[src/rtl/bram_stream_reader_pkg.sv]
// Shared constants and helpers for the BRAM-to-AXI-Stream burst reader.
package bram_stream_reader_pkg;

  // Words the output buffer can hold; also the cap on reads in flight plus words buffered.
  localparam int unsigned BufDepth = 2;

  // One more read may be issued at this edge if the words already committed (in flight plus
  // buffered), less the beat leaving at this same edge, stay under the buffer depth.
  function automatic logic read_credit(input logic       in_flight,
                                       input logic [1:0] buffered,
                                       input logic       pop);
    logic [2:0] used;
    logic [2:0] limit;
    used  = {2'b00, in_flight} + {1'b0, buffered};
    limit = 3'(BufDepth) + {2'b00, pop};
    return used < limit;
  endfunction

endpackage

[src/rtl/axis_skid_buffer.sv]
// Two-entry AXI-Stream output buffer with a tlast sideband. The upstream side has no ready:
// the producer must never push more words than there are free entries.
module axis_skid_buffer #(
  parameter int unsigned DATA_WIDTH = 32
) (
  input  logic                  aclk,
  input  logic                  rst,
  input  logic                  in_valid,
  input  logic [DATA_WIDTH-1:0] in_data,
  input  logic                  in_last,
  output logic                  out_valid,
  output logic [DATA_WIDTH-1:0] out_data,
  output logic                  out_last,
  input  logic                  out_ready,
  output logic [1:0]            count
);

  logic                  out_vld_q, out_vld_d;
  logic [DATA_WIDTH-1:0] out_data_q, out_data_d;
  logic                  out_last_q, out_last_d;
  logic                  skid_vld_q, skid_vld_d;
  logic [DATA_WIDTH-1:0] skid_data_q, skid_data_d;
  logic                  skid_last_q, skid_last_d;
  logic                  load_out;

  // The output register may only change when it is empty or its beat leaves this edge.
  assign load_out = !out_vld_q || out_ready;

  // Next-state: refill the output from the skid entry first to keep order, else from input.
  always_comb begin
    out_vld_d   = out_vld_q;
    out_data_d  = out_data_q;
    out_last_d  = out_last_q;
    skid_vld_d  = skid_vld_q;
    skid_data_d = skid_data_q;
    skid_last_d = skid_last_q;
    if (load_out) begin
      if (skid_vld_q) begin
        out_vld_d  = 1'b1;
        out_data_d = skid_data_q;
        out_last_d = skid_last_q;
        skid_vld_d = in_valid;
        if (in_valid) begin
          skid_data_d = in_data;
          skid_last_d = in_last;
        end
      end else begin
        out_vld_d = in_valid;
        if (in_valid) begin
          out_data_d = in_data;
          out_last_d = in_last;
        end
      end
    end else if (in_valid) begin
      skid_vld_d  = 1'b1;
      skid_data_d = in_data;
      skid_last_d = in_last;
    end
  end

  // Buffer registers, cleared by reset.
  always_ff @(posedge aclk) begin
    if (rst) begin
      out_vld_q   <= 1'b0;
      out_data_q  <= '0;
      out_last_q  <= 1'b0;
      skid_vld_q  <= 1'b0;
      skid_data_q <= '0;
      skid_last_q <= 1'b0;
    end else begin
      out_vld_q   <= out_vld_d;
      out_data_q  <= out_data_d;
      out_last_q  <= out_last_d;
      skid_vld_q  <= skid_vld_d;
      skid_data_q <= skid_data_d;
      skid_last_q <= skid_last_d;
    end
  end

  assign out_valid = out_vld_q;
  assign out_data  = out_data_q;
  assign out_last  = out_last_q;
  assign count     = {1'b0, out_vld_q} + {1'b0, skid_vld_q};

endmodule

[src/rtl/bram_stream_reader.sv]
// Reads a burst of cmd_len+1 consecutive words from a 1-cycle-latency BRAM port and streams
// them out over AXI-Stream, with credit-based read issue so the output buffer never overflows.
module bram_stream_reader
  import bram_stream_reader_pkg::*;
#(
  parameter int unsigned DATA_WIDTH = 32,
  parameter int unsigned ADDR_WIDTH = 16,
  parameter int unsigned LEN_WIDTH  = 16
) (
  input  logic                  aclk,
  input  logic                  rst,
  input  logic [ADDR_WIDTH-1:0] cmd_addr,
  input  logic [LEN_WIDTH-1:0]  cmd_len,
  input  logic                  cmd_valid,
  output logic                  cmd_ready,
  output logic [ADDR_WIDTH-1:0] bram_addr,
  input  logic [DATA_WIDTH-1:0] bram_data,
  output logic [DATA_WIDTH-1:0] m_axis_tdata,
  output logic                  m_axis_tvalid,
  input  logic                  m_axis_tready,
  output logic                  m_axis_tlast,
  output logic                  busy
);

  localparam logic StIdle = 1'b0;
  localparam logic StRead = 1'b1;

  logic                  state_q, state_d;
  logic [ADDR_WIDTH-1:0] addr_q;
  logic [LEN_WIDTH-1:0]  issue_cnt_q;   // reads still to issue, minus one
  logic                  issue_done_q;  // every read of the burst has been issued
  logic [LEN_WIDTH-1:0]  beat_cnt_q;    // beats still to transfer, minus one
  logic                  rd_vld_q;      // bram_data carries a wanted word this cycle
  logic                  rd_last_q;     // ... and it is the final word of the burst
  logic [1:0]            buf_count;
  logic                  accept;
  logic                  issue;
  logic                  pop;
  logic                  last_pop;

  assign accept   = cmd_valid && cmd_ready;
  assign pop      = m_axis_tvalid && m_axis_tready;
  assign last_pop = pop && (beat_cnt_q == '0);
  assign issue    = (state_q == StRead) && !issue_done_q &&
                    read_credit(rd_vld_q, buf_count, pop);

  // State register.
  always_ff @(posedge aclk) begin
    if (rst) begin
      state_q <= StIdle;
    end else begin
      state_q <= state_d;
    end
  end

  // Next state: accept in idle, return to idle as the final beat leaves.
  always_comb begin
    state_d = state_q;
    unique case (state_q)
      StIdle: if (accept) state_d = StRead;
      StRead: if (last_pop) state_d = StIdle;
      default: state_d = StIdle;
    endcase
  end

  // FSM outputs; cmd_ready is forced low while reset is held.
  always_comb begin
    cmd_ready = !rst && (state_q == StIdle);
    busy      = (state_q == StRead);
  end

  // Read issue, burst counters and the one-stage tracker of data returning from the BRAM.
  always_ff @(posedge aclk) begin
    if (rst) begin
      addr_q       <= '0;
      issue_cnt_q  <= '0;
      issue_done_q <= 1'b0;
      beat_cnt_q   <= '0;
      rd_vld_q     <= 1'b0;
      rd_last_q    <= 1'b0;
    end else begin
      if (accept) begin
        addr_q       <= cmd_addr;
        issue_cnt_q  <= cmd_len;
        issue_done_q <= 1'b0;
        beat_cnt_q   <= cmd_len;
      end else begin
        if (issue) begin
          // The BRAM samples addr_q at this edge; move on to the next word.
          addr_q <= addr_q + ADDR_WIDTH'(1);
          if (issue_cnt_q == '0) begin
            issue_done_q <= 1'b1;
          end else begin
            issue_cnt_q <= issue_cnt_q - LEN_WIDTH'(1);
          end
        end
        if (pop && (beat_cnt_q != '0)) begin
          beat_cnt_q <= beat_cnt_q - LEN_WIDTH'(1);
        end
      end
      rd_vld_q  <= issue;
      rd_last_q <= issue && (issue_cnt_q == '0);
    end
  end

  assign bram_addr = addr_q;

  axis_skid_buffer #(
    .DATA_WIDTH(DATA_WIDTH)
  ) u_out_buf (
    .aclk     (aclk),
    .rst      (rst),
    .in_valid (rd_vld_q),
    .in_data  (bram_data),
    .in_last  (rd_last_q),
    .out_valid(m_axis_tvalid),
    .out_data (m_axis_tdata),
    .out_last (m_axis_tlast),
    .out_ready(m_axis_tready),
    .count    (buf_count)
  );

endmodule

[config.mk]
export PLATFORM = sky130hd
export DESIGN_NAME = bram_stream_reader
export DESIGN_NICKNAME = d
export VERILOG_FILES = /design/src/rtl/bram_stream_reader_pkg.sv /design/src/rtl/axis_skid_buffer.sv /design/src/rtl/bram_stream_reader.sv
export SDC_FILE = /design/constraint.sdc
export NUM_CORES = 1
export LEC_CHECK = 0
export CORE_MARGIN = 4
export CORE_UTILIZATION = 30
export DETAILED_ROUTE_END_ITERATION = 10
export GPL_ROUTABILITY_DRIVEN = 1
export GPL_TIMING_DRIVEN = 1
export PLACE_DENSITY = 0.66
export SLEW_MARGIN = 20
export SYNTH_ARGS = -nofsm -noshare
export SYNTH_HDL_FRONTEND = slang
export SYNTH_SLANG_ARGS = --single-unit
export TNS_END_PERCENT = 30
[constraint.sdc]
create_clock -name aclk -period 2.3 [get_ports aclk]
set_clock_uncertainty 0.1 [all_clocks]
set_input_delay 0.23 -clock aclk [delete_from_list [all_inputs] [get_ports aclk]]
set_output_delay 0.23 -clock aclk [all_outputs]
set_load 0.005 [all_outputs]
==> impl_table.tex <==
\begin{tabular}{lr}
\hline
Metric & Value \\
\hline
\multicolumn{2}{l}{\textbf{Layout}} \\
Area growth syn-to-layout & 42.4\% \\
Total Nets Final & 845 \\
Ant diodes & 0 \\
Final core utilization & 44.1\% \\
Ratio of cells with drive above 1 in the final layout & 10.4\% \\
\multicolumn{2}{l}{\textbf{Setup path}} \\
Sequence of cells on the critical path & inv\_2 > fa\_1 > a31o\_4 > nand4\_1 > nor4\_2 > mux2\_2 > a21oi\_2 \\
Critical path launch point type & flip-flop \\
Reg2reg start & rd\_vld\_q \\
Worst flop-to-flop path endpoint & issue\_cnt\_q[12] \\
CP arrival & 2.52 ns \\
Critical Path Stages & 7 \\
Standard cell with the maximum stage delay on the critical path & sky130\_fd\_sc\_hd\_\_fa\_1 \\
Reg-to-reg setup timing slack & between 0.01 and 0.015 ns \\
Element type at the critical path end & flip-flop \\
Required time reported for the critical path endpoint & 2.53 ns \\
Largest delay share family, worst path & adder cells \\
Critical-path maximum fanout & 4 \\
Buffer and inverter count on the worst path & 1 \\
Maximum cell stage delay along the critical path & 0.57 ns \\
R2R cell count & 7 \\
Critical path start-end classification & flip-flop to flip-flop \\
\multicolumn{2}{l}{\textbf{Timing}} \\
Count of endpoints failing setup in the final report & 0 \\
Final hold violation count & 0 \\
Tmin final & 2.29 ns \\
Transition at the pin with the smallest max-transition slack & 0.942 ns \\
Number of max-slew violations in the final report & 0 \\
Setup repair after global routing missed its margin & yes \\
Fmax & roughly 440 MHz \\
Max transition margin & 37.0\% \\
Period utilization & between 90\% and 100\% \\
\multicolumn{2}{l}{\textbf{Placement}} \\
Gp weighted congestion & 0.830 \\
Port Buf Inserts & 119 \\
Estimated wirelength of the detail-placed design & between 9 and 10 mm \\
\multicolumn{2}{l}{\textbf{Synthesis}} \\
Area of the mapped netlist & 5440 µm² \\
Mapped Cells & 642 \\
Yosys top cell by area & sky130\_fd\_sc\_hd\_\_dfxtp\_1 \\
Fraction of synthesized cell area taken by the top area cell type & 44.2\% \\
Syn nets & 714 \\
Top cells by area, synth & sky130\_fd\_sc\_hd\_\_dfxtp\_1 44\%, sky130\_fd\_sc\_hd\_\_a211oi\_1 6.8\%, sky130\_fd\_sc\_hd\_\_mux2i\_1 6.3\% \\
Avg Synthesized Cell Area & 8.47 µm² \\
FF+latch count, synth & 120 \\
Top FF cell, synth & sky130\_fd\_sc\_hd\_\_dfxtp\_1 \\
Number of enable-type register cells in the synthesized netlist & 0 \\
Fraction of synthesis flops using an asynchronous set or reset pin & 0\% \\
Share of synthesized area occupied by flip-flops and latches & 44.2\% \\
Yosys warning total & 0 \\
Number of distinct library cell variants in the gate-level netlist after synthesis & 48 \\
\multicolumn{2}{l}{\textbf{Job}} \\
Max-capacitance violation count & 0 \\
\multicolumn{2}{l}{\textbf{Outcome}} \\
Outcome & finished clean \\
\multicolumn{2}{l}{\textbf{Floorplanning}} \\
Effective utilization at floorplan & 31.0\% \\
Die Span X & 143 µm \\
Die Span Y & approximately 140 µm \\
Top-Level Pins & 120 \\
Core box area & 17500 µm² \\
Die ar. & 20300 µm² \\
Number of placement rows & 48 \\
\multicolumn{2}{l}{\textbf{Global routing}} \\
Remaining global-route overflow & 0 \\
Pin count of the biggest net entering global routing & 69 \\
Global-route wire length before repair & 23.9 mm \\
Combined global-route utilization of all metal layers & 14.5\% \\
Number of antenna violations at the first check in global routing & 0 \\
Via count of the first global-routing pass & 4666 \\
\multicolumn{2}{l}{\textbf{Power and ir drop}} \\
Overall power & 6.10 mW \\
Power Density & 788 nW/µm² \\
Lkg Pwr & 2.60 nW \\
Worst ir drop on vdd & around 0.53 mV \\
\multicolumn{2}{l}{\textbf{Clock network}} \\
Sinks on Clock Net & 120 \\
Level count of the clock H-tree & 4 \\
Clock transition at path regs & 0.05 ns \\
Number of hold buffers added after cts & 0 \\
Number of buffers added by the clock tree synthesis step & 17 \\
Library cell used as clock root buffer & sky130\_fd\_sc\_hd\_\_clkbuf\_16 \\
Max clock buf depth & 2 \\
Worst-skew pair later-pin latency & 0.41 ns \\
TritonCTS clock tree & built \\
\multicolumn{2}{l}{\textbf{Hold path}} \\
Hold Crit Class & input pin to flip-flop \\
Worst hold path startpoint & rst \\
Capture endpoint of the worst hold path & issue\_cnt\_q[8] \\
Hold Path Stages & 4 \\
\multicolumn{2}{l}{\textbf{Routing}} \\
Antenna Nets Post-Route & 0 \\
Drt initial violations & 263 \\
Wirelength, routed & about 15 mm \\
Wire length per cell & 14.5 µm \\
Total via count in the routed design & 5040 \\
Count of TritonRoute iterations in the first routing pass & 5 \\
DRC viols & 0 \\
Routed vias/inst & between 4 and 5 \\
\hline
\end{tabular}
## routing by layer
metal / wire length (µm) / track usage (%) / up-vias
li1: - / - / 2573
met1: 7210 / 20.2 / 2349
met2: 6670 / 21.8 / 100
met3: 558 / 3.70 / 18
met4: 230 / 5.25 / 0
met5: 0 / 0 / -
## flip-flops by register name (all words and copies together) (netlist names), 16 cells and up
signal / flops
u_out_buf.out_data: 32
u_out_buf.skid_data_q: 32
bram_addr: 16
beat_cnt_q: 16
issue_cnt_q: 16
## cell usage in the layout, fill, tap and decap left out, drive strengths merged, types with 9 or more instances in the layout
master	instances
dfxtp	120
clkdlybuf4s50	118
nand2	88
nor2	73
a21oi	63
a211oi	49
buf	36
mux2i	34
clkbuf	24
nor3	16
xnor2	15
o21ai	13
xor2	12
nand3	12
nand4	11
o21bai	9
## worst max path at each step
stage,startpoint,to,slack (ns)
6_report,rd_vld_q,issue_cnt_q[12],0.01
5_1_grt,rd_vld_q,issue_cnt_q[12],-0.12
4_1_cts,u_out_buf.out_valid,issue_cnt_q[12],0.02
3_5_place_dp,beat_cnt_q[0],beat_cnt_q[12],0.02
3_3_place_gp,beat_cnt_q[0],beat_cnt_q[12],0.04
2_1_floorplan,u_out_buf.out_valid,issue_cnt_q[12],0.06
## Yosys cell counts (all sizes together), types with 9 or more instances
cell,instances
dfxtp,120
nand2,88
nor2,73
a21oi,63
a211oi,49
clkbuf,36
mux2i,34
nor3,16
xnor2,15
o21ai,13
nand3,12
xor2,12
nand4,11
o21bai,9
## tightest hold or removal path, cell delays in order
cell and delay (ns):
sky130_fd_sc_hd__buf_4 0.10, sky130_fd_sc_hd__nor2_1 0.15, sky130_fd_sc_hd__nand2_1 0.13, sky130_fd_sc_hd__o311ai_1 0.09
## layout make-up
class | instances | area (µm²)
inverters | 8 | 30.0
well taps | 225 | 282
multi-input cells | 472 | 2900
fillers | 1777 | 9800
clock buffers | 24 | 492
clock inverters | 7 | 140
repair buffers | 154 | 1490
flip-flops and latches | 120 | 2410
## per-stage QoR
stage	cell area, µm²	hold slack [ns]	worst slack, ns	setup TNS [ns]	cells
floorplan	5440	0.249	0.0575	0	642
global placement	7050	0.341	0.0419	0	977
detailed placement	7050	0.346	0.0153	0	977
CTS	7690	0.227	0.0236	0	1008
global route	7740	0.281	-0.118	-0.228	1010
finish	7740	0.248	0.0140	0	1010
## cells by family after synthesis
group | Yosys count | share of synthesized area, %
xor gates and xnor gates | 27 | 4.35
AOI/OAI and AO/OA | 158 | 18.4
and+or+nand+nor | 247 | 21.8
DFF | 120 | 44.2
adders and majority gates | 4 | 1.06
buffers and inverters | 50 | 3.50
muxes | 36 | 6.68
## power breakdown
part	leakage [nW]	internal (mW)	switching [mW]	total, mW
clock network	0.303	1.92	0.931	2.85
logic	1.32	0.493	0.427	0.920
registers	0.983	2.21	0.118	2.33
## what timing repair did
item                       CTS  global route
resized for setup            2             8
setup endpoints to repair    2            12
buffers inserted             0             2
pin swaps                    0             6
No activity file was read; power rests on OpenSTA's default activity.
